<file path="config.mk">
export PLATFORM = sky130hd
export DESIGN_NAME = shift_reg_piso
export DESIGN_NICKNAME = d
export VERILOG_FILES = /design/src/rtl/shift_reg_piso.sv
export SDC_FILE = /design/constraint.sdc
export NUM_CORES = 1
export LEC_CHECK = 0
export CORE_AREA = 3 3 40 42
export DETAILED_ROUTE_END_ITERATION = 10
export DIE_AREA = 0 0 43 45
export PLACE_DENSITY = 0.6
export SLEW_MARGIN = 10
export SYNTH_ARGS = -nofsm -noshare
export SYNTH_HDL_FRONTEND = slang
export SYNTH_SLANG_ARGS = --single-unit
</file>
<file path="constraint.sdc">
create_clock -name clk -period 2.78 [get_ports clk]
set_clock_uncertainty 0.2 [all_clocks]
set_input_delay 0.278 -clock clk [delete_from_list [all_inputs] [get_ports clk]]
set_output_delay 0.278 -clock clk [all_outputs]
set_load 0.01 [all_outputs]
</file>
<file path="src/rtl/shift_reg_piso.sv">
// Parallel-in / serial-out shift register with a valid/ready load handshake.
// A word is accepted in IDLE or on its predecessor's last-bit cycle, so words can be sent back-to-back.
module shift_reg_piso #(
   parameter int WIDTH     = 4,
   parameter bit MSB_FIRST = 1'b1
) (
   input  logic             clk,
   input  logic             reset,
   input  logic             load_valid,
   input  logic [WIDTH-1:0] din,
   output logic             load_ready,
   output logic             out,
   output logic             out_valid,
   output logic             last
);

   localparam int CW = $clog2(WIDTH);

   typedef enum logic {
      IDLE,
      SHIFT
   } state_t;

   state_t           state, state_next;
   logic [WIDTH-1:0] sr, sr_next;
   logic [CW-1:0]    cnt, cnt_next;
   logic             load;

   // Outputs come from registered state only; load_valid and din feed the next-state logic alone.
   assign load_ready = (state == IDLE) || (cnt == '0);
   assign out_valid  = (state == SHIFT);
   assign last       = (state == SHIFT) && (cnt == '0);
   assign out        = (state == SHIFT) && (MSB_FIRST ? sr[WIDTH-1] : sr[0]);
   assign load       = load_valid && load_ready;

   always_comb begin
      // NOTE: every signal gets a default first so no path through the case leaves one unassigned (no latch).
      state_next = state;
      sr_next    = sr;
      cnt_next   = cnt;
      unique case (state)
         IDLE: begin
            if (load) begin
               state_next = SHIFT;
               sr_next    = din;
               cnt_next   = CW'(WIDTH - 1);
            end
         end
         SHIFT: begin
            if (cnt != '0) begin
               sr_next  = MSB_FIRST ? {sr[WIDTH-2:0], 1'b0} : {1'b0, sr[WIDTH-1:1]};
               cnt_next = cnt - CW'(1);
            end else if (load) begin
               sr_next  = din;
               cnt_next = CW'(WIDTH - 1);
            end else begin
               state_next = IDLE;
               sr_next    = '0;
               cnt_next   = '0;
            end
         end
         default: begin
            state_next = IDLE;
            sr_next    = '0;
            cnt_next   = '0;
         end
      endcase
   end

   // NOTE: the async reset clears every register, so a word in flight is dropped at once, not at the next edge.
   always_ff @(posedge clk or negedge reset) begin
      if (!reset) begin
         state <= IDLE;
         sr    <= '0;
         cnt   <= '0;
      end else begin
         // NOTE: non-blocking updates so all registers sample the same pre-edge values.
         state <= state_next;
         sr    <= sr_next;
         cnt   <= cnt_next;
      end
   end

endmodule

</file>
# Yosys cells after proc, flatten, opt, wreduce, memory -nomap -nowiden
# Cells that the tools add are included.
[word_totals]
regBits = 7
out_inout_bits = 4
in_bits = 7
word_cells = 23
[classes]
bitwise = 1
n_reduce_logical = 6
n_mux = 11
n_eq_ne = 1
n_addsub = 1
[op_table]
columns = ["operator", "count"]
rows = [
  ["4-bit two-way mux", 3],
  ["4-bit case mux with 2 select lines", 1],
  ["2-bit two-way mux", 3],
  ["2-bit case mux with 2 select lines", 1],
  ["1-bit logical AND", 3],
  ["2-bit zero test", 1],
  ["1-bit two-way mux", 2],
  ["2-bit inequality test, second input constant", 1],
  ["1-bit case mux with 2 select lines", 1],
  ["2-bit nonzero test", 1],
  ["2-bit by 1-bit subtractor with 2-bit output, second input constant", 1],
  ["1-bit logical OR", 1],
  ["1-bit inverter", 1],
]

# Logic depth before layout (Yosys ltp)
# Gate-level depths: netlist (run 1).
[logic_depth]
ltp_word = 6
ltp_mapped = 3
mapped_depth_nobuf = 2

# Worst setup path after synthesis (run 1)
# OpenSTA, ideal clock, no wires.
[synth_timing]
path_type = "reg-to-reg"
start = "register cnt[0]"
end = "register sr[1]"
arrival_time_ns = 1.054
n_path_buf = 1
required_time_ns = 2.494
path_slack_ns = 1.440
setup_ns = 0.086
path_stages_with_launch = 4
period_less_slack_ns = 1.340
cell_sequence = "dfrtp_1 -> buf_6 -> or3b_4 -> o221ai_2"
[synth_via]
elab_chain_len = 6
elab_cells_between_ends = 8
cone_classes = "1 x eq/ne; 3 x mux; 4 x reduce/logical"
[synth_rtl]
columns = ["item", "line", "text"]
rows = [
  ["start: declaration", "26", "logic [CW-1:0] cnt, cnt_next;"],
  ["start signal: assignment", "80", "cnt <= cnt_next;"],
  ["2-bit zero test", "30", "assign load_ready = (state == IDLE) || (cnt == '0);"],
  ["1-bit logical OR", "30", ""],
  ["1-bit logical AND", "34", "assign load = load_valid && load_ready;"],
  ["4-bit two-way mux", "53", "end else if (load) begin"],
  ["4-bit two-way mux", "50", "if (cnt != '0) begin"],
  ["4-bit case mux with 2 select lines", "41", "unique case (state)"],
  ["end signal: assignment", "79", "sr <= sr_next;"],
  ["end: declaration", "25", "logic [WIDTH-1:0] sr, sr_next;"],
]
# Several ways; a longest one is shown, not always the timed one.
# A chain may end at the register's enable or synchronous reset.

# Worst setup path after layout (run 1)
[layout_timing]
start = "register state, in the netlist out_valid"
end = "output last"
[layout_via]
elab_chain_len = 1
[layout_rtl]
columns = ["item", "line", "text"]
rows = [
  ["start: declaration", "24", "state_t state, state_next;"],
  ["start signal: assignment", "78", "state <= state_next;"],
  ["1-bit logical AND", "32", "assign last = (state == SHIFT) && (cnt == '0);"],
  ["end: declaration", "14", "output logic last"],
]
# No other way between the ends.

==> impl_metrics.env, run 1 <==
export IMPL_drc=0
export IMPL_finalCriticalPeriod_ns=2.15
export IMPL_crit_family="flip-flops"
export IMPL_drtIter0Drc=7
export IMPL_hold_ws_ns=0.0975
export IMPL_synth_area_sq_um=409
export IMPL_final_common_cell="clkdlybuf4s50_1"
export IMPL_track_usage=0.0891
export IMPL_final_nets=54
export IMPL_status="completed"
export IMPL_n_antenna_cell=0
export IMPL_hold_class="primary input to async pin"
export IMPL_grt_first_pass_wirelength_um=1270
export IMPL_routedWlPerCell_um=13.2
export IMPL_synth_warnings=0
export IMPL_leakagePower_nw=0.220
export IMPL_worstSetupStartpointType="flop"
export IMPL_cts_resized=0
export IMPL_place_ws_ns=0.871
export IMPL_grt_pass1_vias=272
export IMPL_crit_type="flop to output port"
export IMPL_ctsHoldBuffers=0
export IMPL_max_freq_mhz=466
export IMPL_die_height_um=45
export IMPL_crit_path_max_fanout=14
export IMPL_layout_common_cells="clkdlybuf4s50_1 (10), dfrtp_1 (7), mux2i_1 (4), inv_1 (4)"
export IMPL_crit_chain="nor3b_1 -> clkdlybuf4s50_1"
export IMPL_rsz0062_at_grt="no"
export IMPL_cell_internal_pwr_mw=0.324
export IMPL_post_cts_setup_buffers=0
export IMPL_via_count=302
export IMPL_cp_depth=2
export IMPL_layout_area_overhead_vs_synth_pct=27.5
export IMPL_routed_wl_um=803
export IMPL_hpwl_um=578
export IMPL_htree_num_levels=1
export IMPL_antenna_found_initial=0
export IMPL_relSlewSlack=0.700
export IMPL_r2r_cells=2
export IMPL_cap_violations=0
export IMPL_clockRootBuffer="clkbuf_4"
export IMPL_worstMarginPinSlew_ns=0.450
export IMPL_critPathCapture="last"
export IMPL_crit_path_end_kind="output port"
export IMPL_grt_start_max_net_pins=15
export IMPL_drt_first_pass_iters=2
export IMPL_cts_clk_slew_worst_paths_ns=0.05
export IMPL_r2r_slack_ns=1.37
export IMPL_fin_util=0.406
export IMPL_cts_sinks=7
export IMPL_powerDensity_mw_per_mm2=986
export IMPL_finalPower_mw=0.514
export IMPL_num_rows=13
export IMPL_synth_seq_area_share=0.428
export IMPL_gp_congestion=0.721
export IMPL_drive_gt1_frac=0.174
export IMPL_ys_types=17
export IMPL_p_seq_frac=0.426
export IMPL_fin_crit_sh=0.772
export IMPL_syn_avg_cell_area_sq_um=11.4
export IMPL_vias_per_cell=4.95
export IMPL_die_w_um=43
export IMPL_io_buffer_count=10
export IMPL_cts_tree="done"
export IMPL_max_stage_delay_ns=0.62
export IMPL_initial_core_util=0.318
export IMPL_setup_viol=0
export IMPL_die_area_sq_mm=0.00194
export IMPL_cts_path_max_buffers=2
export IMPL_grt_overflow_total=0
export IMPL_critPathSlowestCell="dfrtp_1"
export IMPL_required_ns=2.30
export IMPL_ir_drop_mv=0.366
export IMPL_dp_cells=57
export IMPL_syn_num_nets=43
export IMPL_cts_buffers=3
export IMPL_timing_rr_end="sr[1]"
export IMPL_core_area_sq_mm=0.00128
export IMPL_p_clk_frac=0.177
export IMPL_syn_inst=36
export IMPL_swShare=0.369
export IMPL_clock_latency_ns=0.24
export IMPL_stdcell_area_sq_um=522
export IMPL_postLayoutSetupSlackWorst_ns=0.632
export IMPL_startpoint="out_valid"
export IMPL_pwr_share_comb=0.397
export IMPL_stdcell_count=61
export IMPL_arrival_ns=1.67
export IMPL_p_switching_mw=0.190
export IMPL_rr_startpoint="cnt[0]"
export IMPL_ant_nets=0
export IMPL_slew_violations=0
export IMPL_finalSetupTns_ns=0
export IMPL_postPlaceCellArea_sq_um=495
export IMPL_hold_violations=0
export IMPL_worst_path_buf_inv=1
export IMPL_nFillCells=123
export IMPL_top_level_ports=11
export IMPL_synth_seq_cells=7
-- worst min path at each step --
| stage | start | to | slack (ns) |
|---|---|---|---|
| after floorplan | reset | cnt[0] | -0.22 |
| after global placement | sr[0] | sr[1] | 0.33 |
| after detailed placement | sr[1] | sr[2] | 0.33 |
| after CTS | reset | sr[3] | 0.11 |
| after global routing | reset | sr[3] | 0.12 |
| final | reset | sr[2] | 0.1 |
-- worst register-to-register path: cells and delay by family, from the launching register on --
kind	cells	cell delay, ns
simple gates	1	0.48
compound gates	1	0.17
flops	1	0.48
-- synth_stat cells, drive strengths merged --
cell type	number	area share
a211oi	1	0.018
a21oi	2	0.024
and2	1	0.015
buf	4	0.080
dfrtp	7	0.43
inv	4	0.037
mux2i	4	0.098
nand2b	1	0.015
nor2	1	0.0092
nor3b	1	0.018
o211ai	3	0.055
o21ai	1	0.012
o221ai	3	0.11
o22ai	1	0.031
or3b	1	0.028
xor2	1	0.021
-- layer usage --
| metal | vias up | part of all wire | GRT usage |
|---|---|---|---|
| met5 | - | 0 | 0 |
| met4 | 0 | 0 | 0 |
| met3 | 0 | 0.075 | 0.0518 |
| met2 | 7 | 0.47 | 0.135 |
| met1 | 144 | 0.46 | 0.119 |
| li1 | 151 | - | - |
-- state kept, by name, indices dropped and copies added (netlist names) --
| name | flops |
|---|---|
| sr | 4 |
| cnt | 2 |
| out_valid | 1 |
-- cell families (layout without fill, tap and decap cells) --
logic type,Yosys count,in the layout,share of synthesized area
muxes,4,4,0.0979
DFF,7,7,0.428
and+or+nand+nor,5,5,0.0856
xor gates and xnor gates,1,1,0.0214
buffers and inverters,8,18,0.116
AOI/OAI and AO/OA,11,11,0.251
-- layout make-up --
| class | count | area (sq um) | share of cell area |
|---|---|---|---|
| Clock buffer | 4 | 26.3 | 0.0504 |
| Inverter | 4 | 15.0 | 0.0288 |
| Sequential cell | 7 | 175 | 0.336 |
| Tap cell | 15 | 18.8 | 0.0360 |
| Timing Repair Buffer | 10 | 100 | 0.192 |
| Multi-Input combinational cell | 21 | 186 | 0.357 |
-- power groups by stage --
stage	combinational, mW	sequential, mW	clock, mW
floorplan	0.189	0.167	0
global placement	0.201	0.217	0
detailed placement	0.205	0.220	0
CTS	0.208	0.219	0.0948
global route	0.222	0.228	0.102
finish	0.204	0.219	0.0912
No activity file was read; power rests on OpenSTA's default activity.
==> inputs of run 2 (changes only) <==
--- a/config.mk
+++ b/config.mk
@@ -8,7 +8,7 @@
 export CORE_AREA = 3 3 40 42
 export DETAILED_ROUTE_END_ITERATION = 10
 export DIE_AREA = 0 0 43 45
-export PLACE_DENSITY = 0.6
+export PLACE_DENSITY = 0.62
 export SLEW_MARGIN = 10
 export SYNTH_ARGS = -nofsm -noshare
 export SYNTH_HDL_FRONTEND = slang
==> constraint.sdc (replaced) <==
create_clock -name clk -period 1.8 [get_ports clk]
set_clock_uncertainty 0.2 [all_clocks]
set_input_delay 0.18 -clock clk [delete_from_list [all_inputs] [get_ports clk]]
set_output_delay 0.18 -clock clk [all_outputs]
set_load 0.01 [all_outputs]
==> impl_metrics.env, run 2 (synthesis gave the netlist of run 1 again) <==
export IMPL_nFillCells=128
export IMPL_die_height_um=45
export IMPL_hold_ws_ns=0.338
export IMPL_drt_first_pass_iters=2
export IMPL_ir_drop_mv=0.632
export IMPL_finalCriticalPeriod_ns=1.69
export IMPL_arrival_ns=1.31
export IMPL_worstSetupStartpointType="flop"
export IMPL_max_freq_mhz=593
export IMPL_rsz0062_at_grt="no"
export IMPL_die_w_um=43
export IMPL_largest_reg_flops=4
export IMPL_cts_tree="done"
export IMPL_grt_first_pass_wirelength_um=1440
export IMPL_whs_path_depth=2
export IMPL_layout_common_cells="clkdlybuf4s50_1 (8), dfrtp_1 (7), buf_4 (6), mux2i_1 (4), inv_1 (4)"
export IMPL_fin_crit_sh=0.937
export IMPL_cts_buffers=3
export IMPL_drc=0
export IMPL_r2r_slack_ns=0.36
export IMPL_required_ns=1.42
export IMPL_powerDensity_mw_per_mm2=1480
export IMPL_finalSetupTns_ns=0
export IMPL_grt_overflow_total=0
export IMPL_cap_violations=0
export IMPL_crit_chain="and2_1 -> clkdlybuf4s50_1"
export IMPL_grt_pass1_vias=323
export IMPL_relSlewSlack=0.773
export IMPL_setup_viol=0
export IMPL_drive_gt1_frac=0.264
export IMPL_n_antenna_cell=0
export IMPL_worst_path_buf_inv=1
export IMPL_hold_violations=0
export IMPL_core_area_sq_mm=0.00128
export IMPL_io_buffer_count=10
export IMPL_num_rows=13
export IMPL_top_level_ports=11
export IMPL_leakagePower_nw=0.277
export IMPL_final_nets=61
export IMPL_layout_area_overhead_vs_synth_pct=42.2
export IMPL_hold_path_end="sr[2]"
export IMPL_track_usage=0.109
export IMPL_cts_clk_slew_worst_paths_ns=0.05
export IMPL_final_common_cell="clkdlybuf4s50_1"
export IMPL_status="completed"
export IMPL_hold_class="flop to flop"
export IMPL_cts_path_max_buffers=2
export IMPL_initial_core_util=0.318
export IMPL_worstMarginPinSlew_ns=0.340
export IMPL_htree_num_levels=1
export IMPL_antenna_found_initial=0
export IMPL_hpwl_um=574
export IMPL_ant_nets=0
export IMPL_die_area_sq_mm=0.00194
export IMPL_crit_type="flop to output port"
export IMPL_stdcell_area_sq_um=582
export IMPL_routedWlPerCell_um=12.0
export IMPL_crit_family="buffers and inverters"
export IMPL_routed_wl_um=817
export IMPL_gp_congestion=0.714
export IMPL_crit_path_max_fanout=5
export IMPL_vias_per_cell=4.71
export IMPL_max_stage_delay_ns=0.53
export IMPL_largest_register="sr"
export IMPL_critPathSlowestCell="clkdlybuf4s50_1"
export IMPL_grt_start_max_net_pins=8
export IMPL_r2r_cells=3
export IMPL_postPlaceCellArea_sq_um=533
export IMPL_drtIter0Drc=1
export IMPL_clock_latency_ns=0.25
export IMPL_via_count=320
export IMPL_clockRootBuffer="clkbuf_4"
export IMPL_timing_rr_end="sr[1]"
export IMPL_slew_violations=0
export IMPL_cts_sinks=7
export IMPL_min_from="sr[1]"
export IMPL_crit_path_end_kind="output port"
export IMPL_rr_startpoint="cnt[0]"
==> run 2: cell count changes in the layout (fill, tap and decap cells not counted) <==
cell and delta:
dlygate4sd3_1 +1, buf_4 +6, clkdlybuf4s50_1 -2, dlymetal6s2s_1 +2
==> run 2: how the worst max path moves through the flow <==
stage,cells past startpoint,slack [ns],start,endpoint
finish,2,0.11,out_valid,out
global route,2,0.02,out_valid,out
CTS,2,0.001,cnt[0],load_ready
detailed placement,2,0.25,out_valid,last
global placement,2,0.27,out_valid,last
floorplan,3,0.46,cnt[0],sr[1]
==> run 2: cell type report <==
cell class,instances,area (sq um),area share
inverter,4,15.0,0.0258
sequential,7,175,0.301
timing repair buffer,17,160,0.275
clock buffer,4,26.3,0.0452
tap,15,18.8,0.0323
multi-input combinational,21,186,0.320
==> run 2: per-layer routing <==
metal	vias to the layer above	track usage	part of all wire
li1	165	-	-
met1	139	0.134	0.48
met2	11	0.141	0.41
met3	5	0.0398	0.071
met4	0	0.108	0.040
met5	-	0	0
==> run 2: metrics by stage <==
stage,setup WS [ns],utilization,power [mW],instances
after floorplan,0.460,-,0.551,36
after global placement,0.267,0.415,0.715,62
after detailed placement,0.246,0.415,0.715,62
after CTS,0.00137,0.449,0.882,68
after global routing,0.0234,0.453,0.932,68
final,0.113,0.453,0.858,68
==> run 2: worst min-delay path: stages (launching register included) <==
cell and delay [ns]:
dfrtp_1 0.34, o211ai_1 0.10, o221ai_2 0.06
==> run 2: power by group <==
part	internal (mW)	total (mW)	leakage [nW]	switching, mW
registers	0.226	0.269	0.0859	0.0422
logic	0.246	0.447	0.176	0.201
clock network	0.0846	0.143	0.0150	0.0583
total	0.557	0.858	0.277	0.301
==> run 2: what timing repair did <==
action / CTS / global route
gates resized for setup: 0 / 2
endpoints found under the setup margin: 1 / 2
hold buffers: 1 / 0
endpoints found under the hold margin: 7 / 0
buffers inserted: 1 / 0
==> inputs of run 3 (changes only) <==
==> constraint.sdc (replaced) <==
create_clock -name clk -period 1.5 [get_ports clk]
set_clock_uncertainty 0.2 [all_clocks]
set_input_delay 0.15 -clock clk [delete_from_list [all_inputs] [get_ports clk]]
set_output_delay 0.15 -clock clk [all_outputs]
set_load 0.01 [all_outputs]
==> impl_metrics.env, run 3 (synthesis gave the netlist of run 1 again) <==
export IMPL_place_ws_ns=-0.0270
export IMPL_layout_common_cells="dfrtp_1 (7), clkdlybuf4s50_1 (6), buf_4 (6), mux2i_1 (4), inv_1 (4)"
export IMPL_postLayoutSetupSlackWorst_ns=0.0436
export IMPL_finalPower_mw=1.01
export IMPL_die_height_um=45
export IMPL_cts_sinks=7
export IMPL_num_rows=13
export IMPL_hold_class="primary input to flop"
export IMPL_crit_path_end_kind="flop"
export IMPL_die_area_sq_mm=0.00194
export IMPL_track_usage=0.0964
export IMPL_cts_buffers=3
export IMPL_drive_gt1_frac=0.321
export IMPL_cts_clk_slew_worst_paths_ns=0.05
export IMPL_nFillCells=126
export IMPL_cts_path_max_buffers=2
export IMPL_drtIter0Drc=3
export IMPL_layout_area_overhead_vs_synth_pct=39.1
export IMPL_status="completed"
export IMPL_die_w_um=43
export IMPL_via_count=332
export IMPL_ant_nets=0
export IMPL_relSlewSlack=0.766
export IMPL_io_buffer_count=10
export IMPL_cap_violations=0
export IMPL_rsz0062_at_grt="no"
export IMPL_finalCriticalPeriod_ns=1.46
export IMPL_core_area_sq_mm=0.00128
export IMPL_crit_path_max_fanout=7
export IMPL_max_freq_mhz=687
export IMPL_leakagePower_nw=0.258
export IMPL_worstSetupStartpointType="flop"
export IMPL_powerDensity_mw_per_mm2=1770
export IMPL_gp_congestion=0.735
export IMPL_ir_drop_mv=0.655
export IMPL_grt_pass1_vias=308
export IMPL_initial_core_util=0.318
export IMPL_top_level_ports=11
export IMPL_grt_first_pass_wirelength_um=1320
export IMPL_drt_first_pass_iters=4
export IMPL_routedWlPerCell_um=12.8
export IMPL_fin_crit_sh=0.971
export IMPL_routed_wl_um=870
export IMPL_grt_overflow_total=0
export IMPL_arrival_ns=1.42
export IMPL_grt_start_max_net_pins=8
export IMPL_hold_violations=0
export IMPL_clock_latency_ns=0.25
export IMPL_required_ns=1.46
export IMPL_slew_violations=0
export IMPL_largest_register="sr"
export IMPL_clockRootBuffer="clkbuf_4"
export IMPL_vias_per_cell=4.88
export IMPL_final_nets=61
export IMPL_cts_tree="done"
export IMPL_drc=0
export IMPL_worstMarginPinSlew_ns=0.350
export IMPL_antenna_found_initial=0
export IMPL_hpwl_um=595
export IMPL_final_common_cell="dfrtp_1"
export IMPL_setup_viol=0
export IMPL_largest_reg_flops=4
export IMPL_crit_type="flop to flop"
export IMPL_htree_num_levels=1
export IMPL_n_antenna_cell=0
[run 3: changes by cell type in the layout (fill, tap and decap cells not counted), sizes merged]
cell | previous run | this run
buf | 6 | 8
clkdlybuf4s50 | 8 | 6
dlygate4sd2 | 0 | 2
dlymetal6s2s | 2 | 0
[run 3: final timing paths]
path / from / to / slack, ns / depth (start not counted)
hold / removal: din[2] / sr[2] / 0.32 / 3
max in group asynchronous: reset / cnt[0] / 0.33 / 2
min in group asynchronous: reset / sr[2] / 0.51 / 2
setup / recovery: cnt[0] / sr[3] / 0.04 / 3
hold reg to reg: sr[0] / sr[1] / 0.33 / 2
setup reg to reg: cnt[0] / sr[3] / 0.04 / 3
[run 3: timing repair]
item	CTS	global route
setup buffers	1	0
endpoints found under the setup margin	4	1
hold buffers	1	0
endpoints found under the hold margin	7	0
resized for setup	11	1
[run 3: per-layer routing]
metal  part of all wire  up-vias  track usage  wire [um]
met5                  0        -            0          0
met4              0.010        0       0.0904          9
met3              0.066        2       0.0279         57
met2               0.41        8        0.123        353
met1               0.52      157        0.128        449
li1                   -      165            -          -
[run 3: where the power goes]
part           switching, mW  internal, mW  leakage [nW]
Combinational          0.251         0.263         0.157
Sequential            0.0536         0.272        0.0859
Clock                 0.0685         0.101        0.0150
[run 3: worst max-delay path, stage by stage, from the launching register on]
cell and delay [ns]:
dfrtp_1 0.40, buf_4 0.17, or3b_4 0.43, o221ai_2 0.17
[run 3: layout make-up]
type / instances / area [sq um] / area share
repair buffers: 17 / 143 / 0.251
flip-flops and latches: 7 / 175 / 0.308
clock buffers: 4 / 26.3 / 0.0462
multi-input cells: 21 / 191 / 0.336
inverters: 4 / 15.0 / 0.0264
well taps: 15 / 18.8 / 0.0330
[run 3: stage by stage]
stage	util	area [sq um]	TNS, ns	hold WS [ns]	cells
after floorplan	-	409	0	-0.346	36
after global placement	0.415	533	-0.0143	0.243	62
after detailed placement	0.415	533	-0.0424	0.239	62
after CTS	0.439	564	0	0.308	68
after global routing	0.443	569	0	0.344	68
final	0.443	569	0	0.323	68
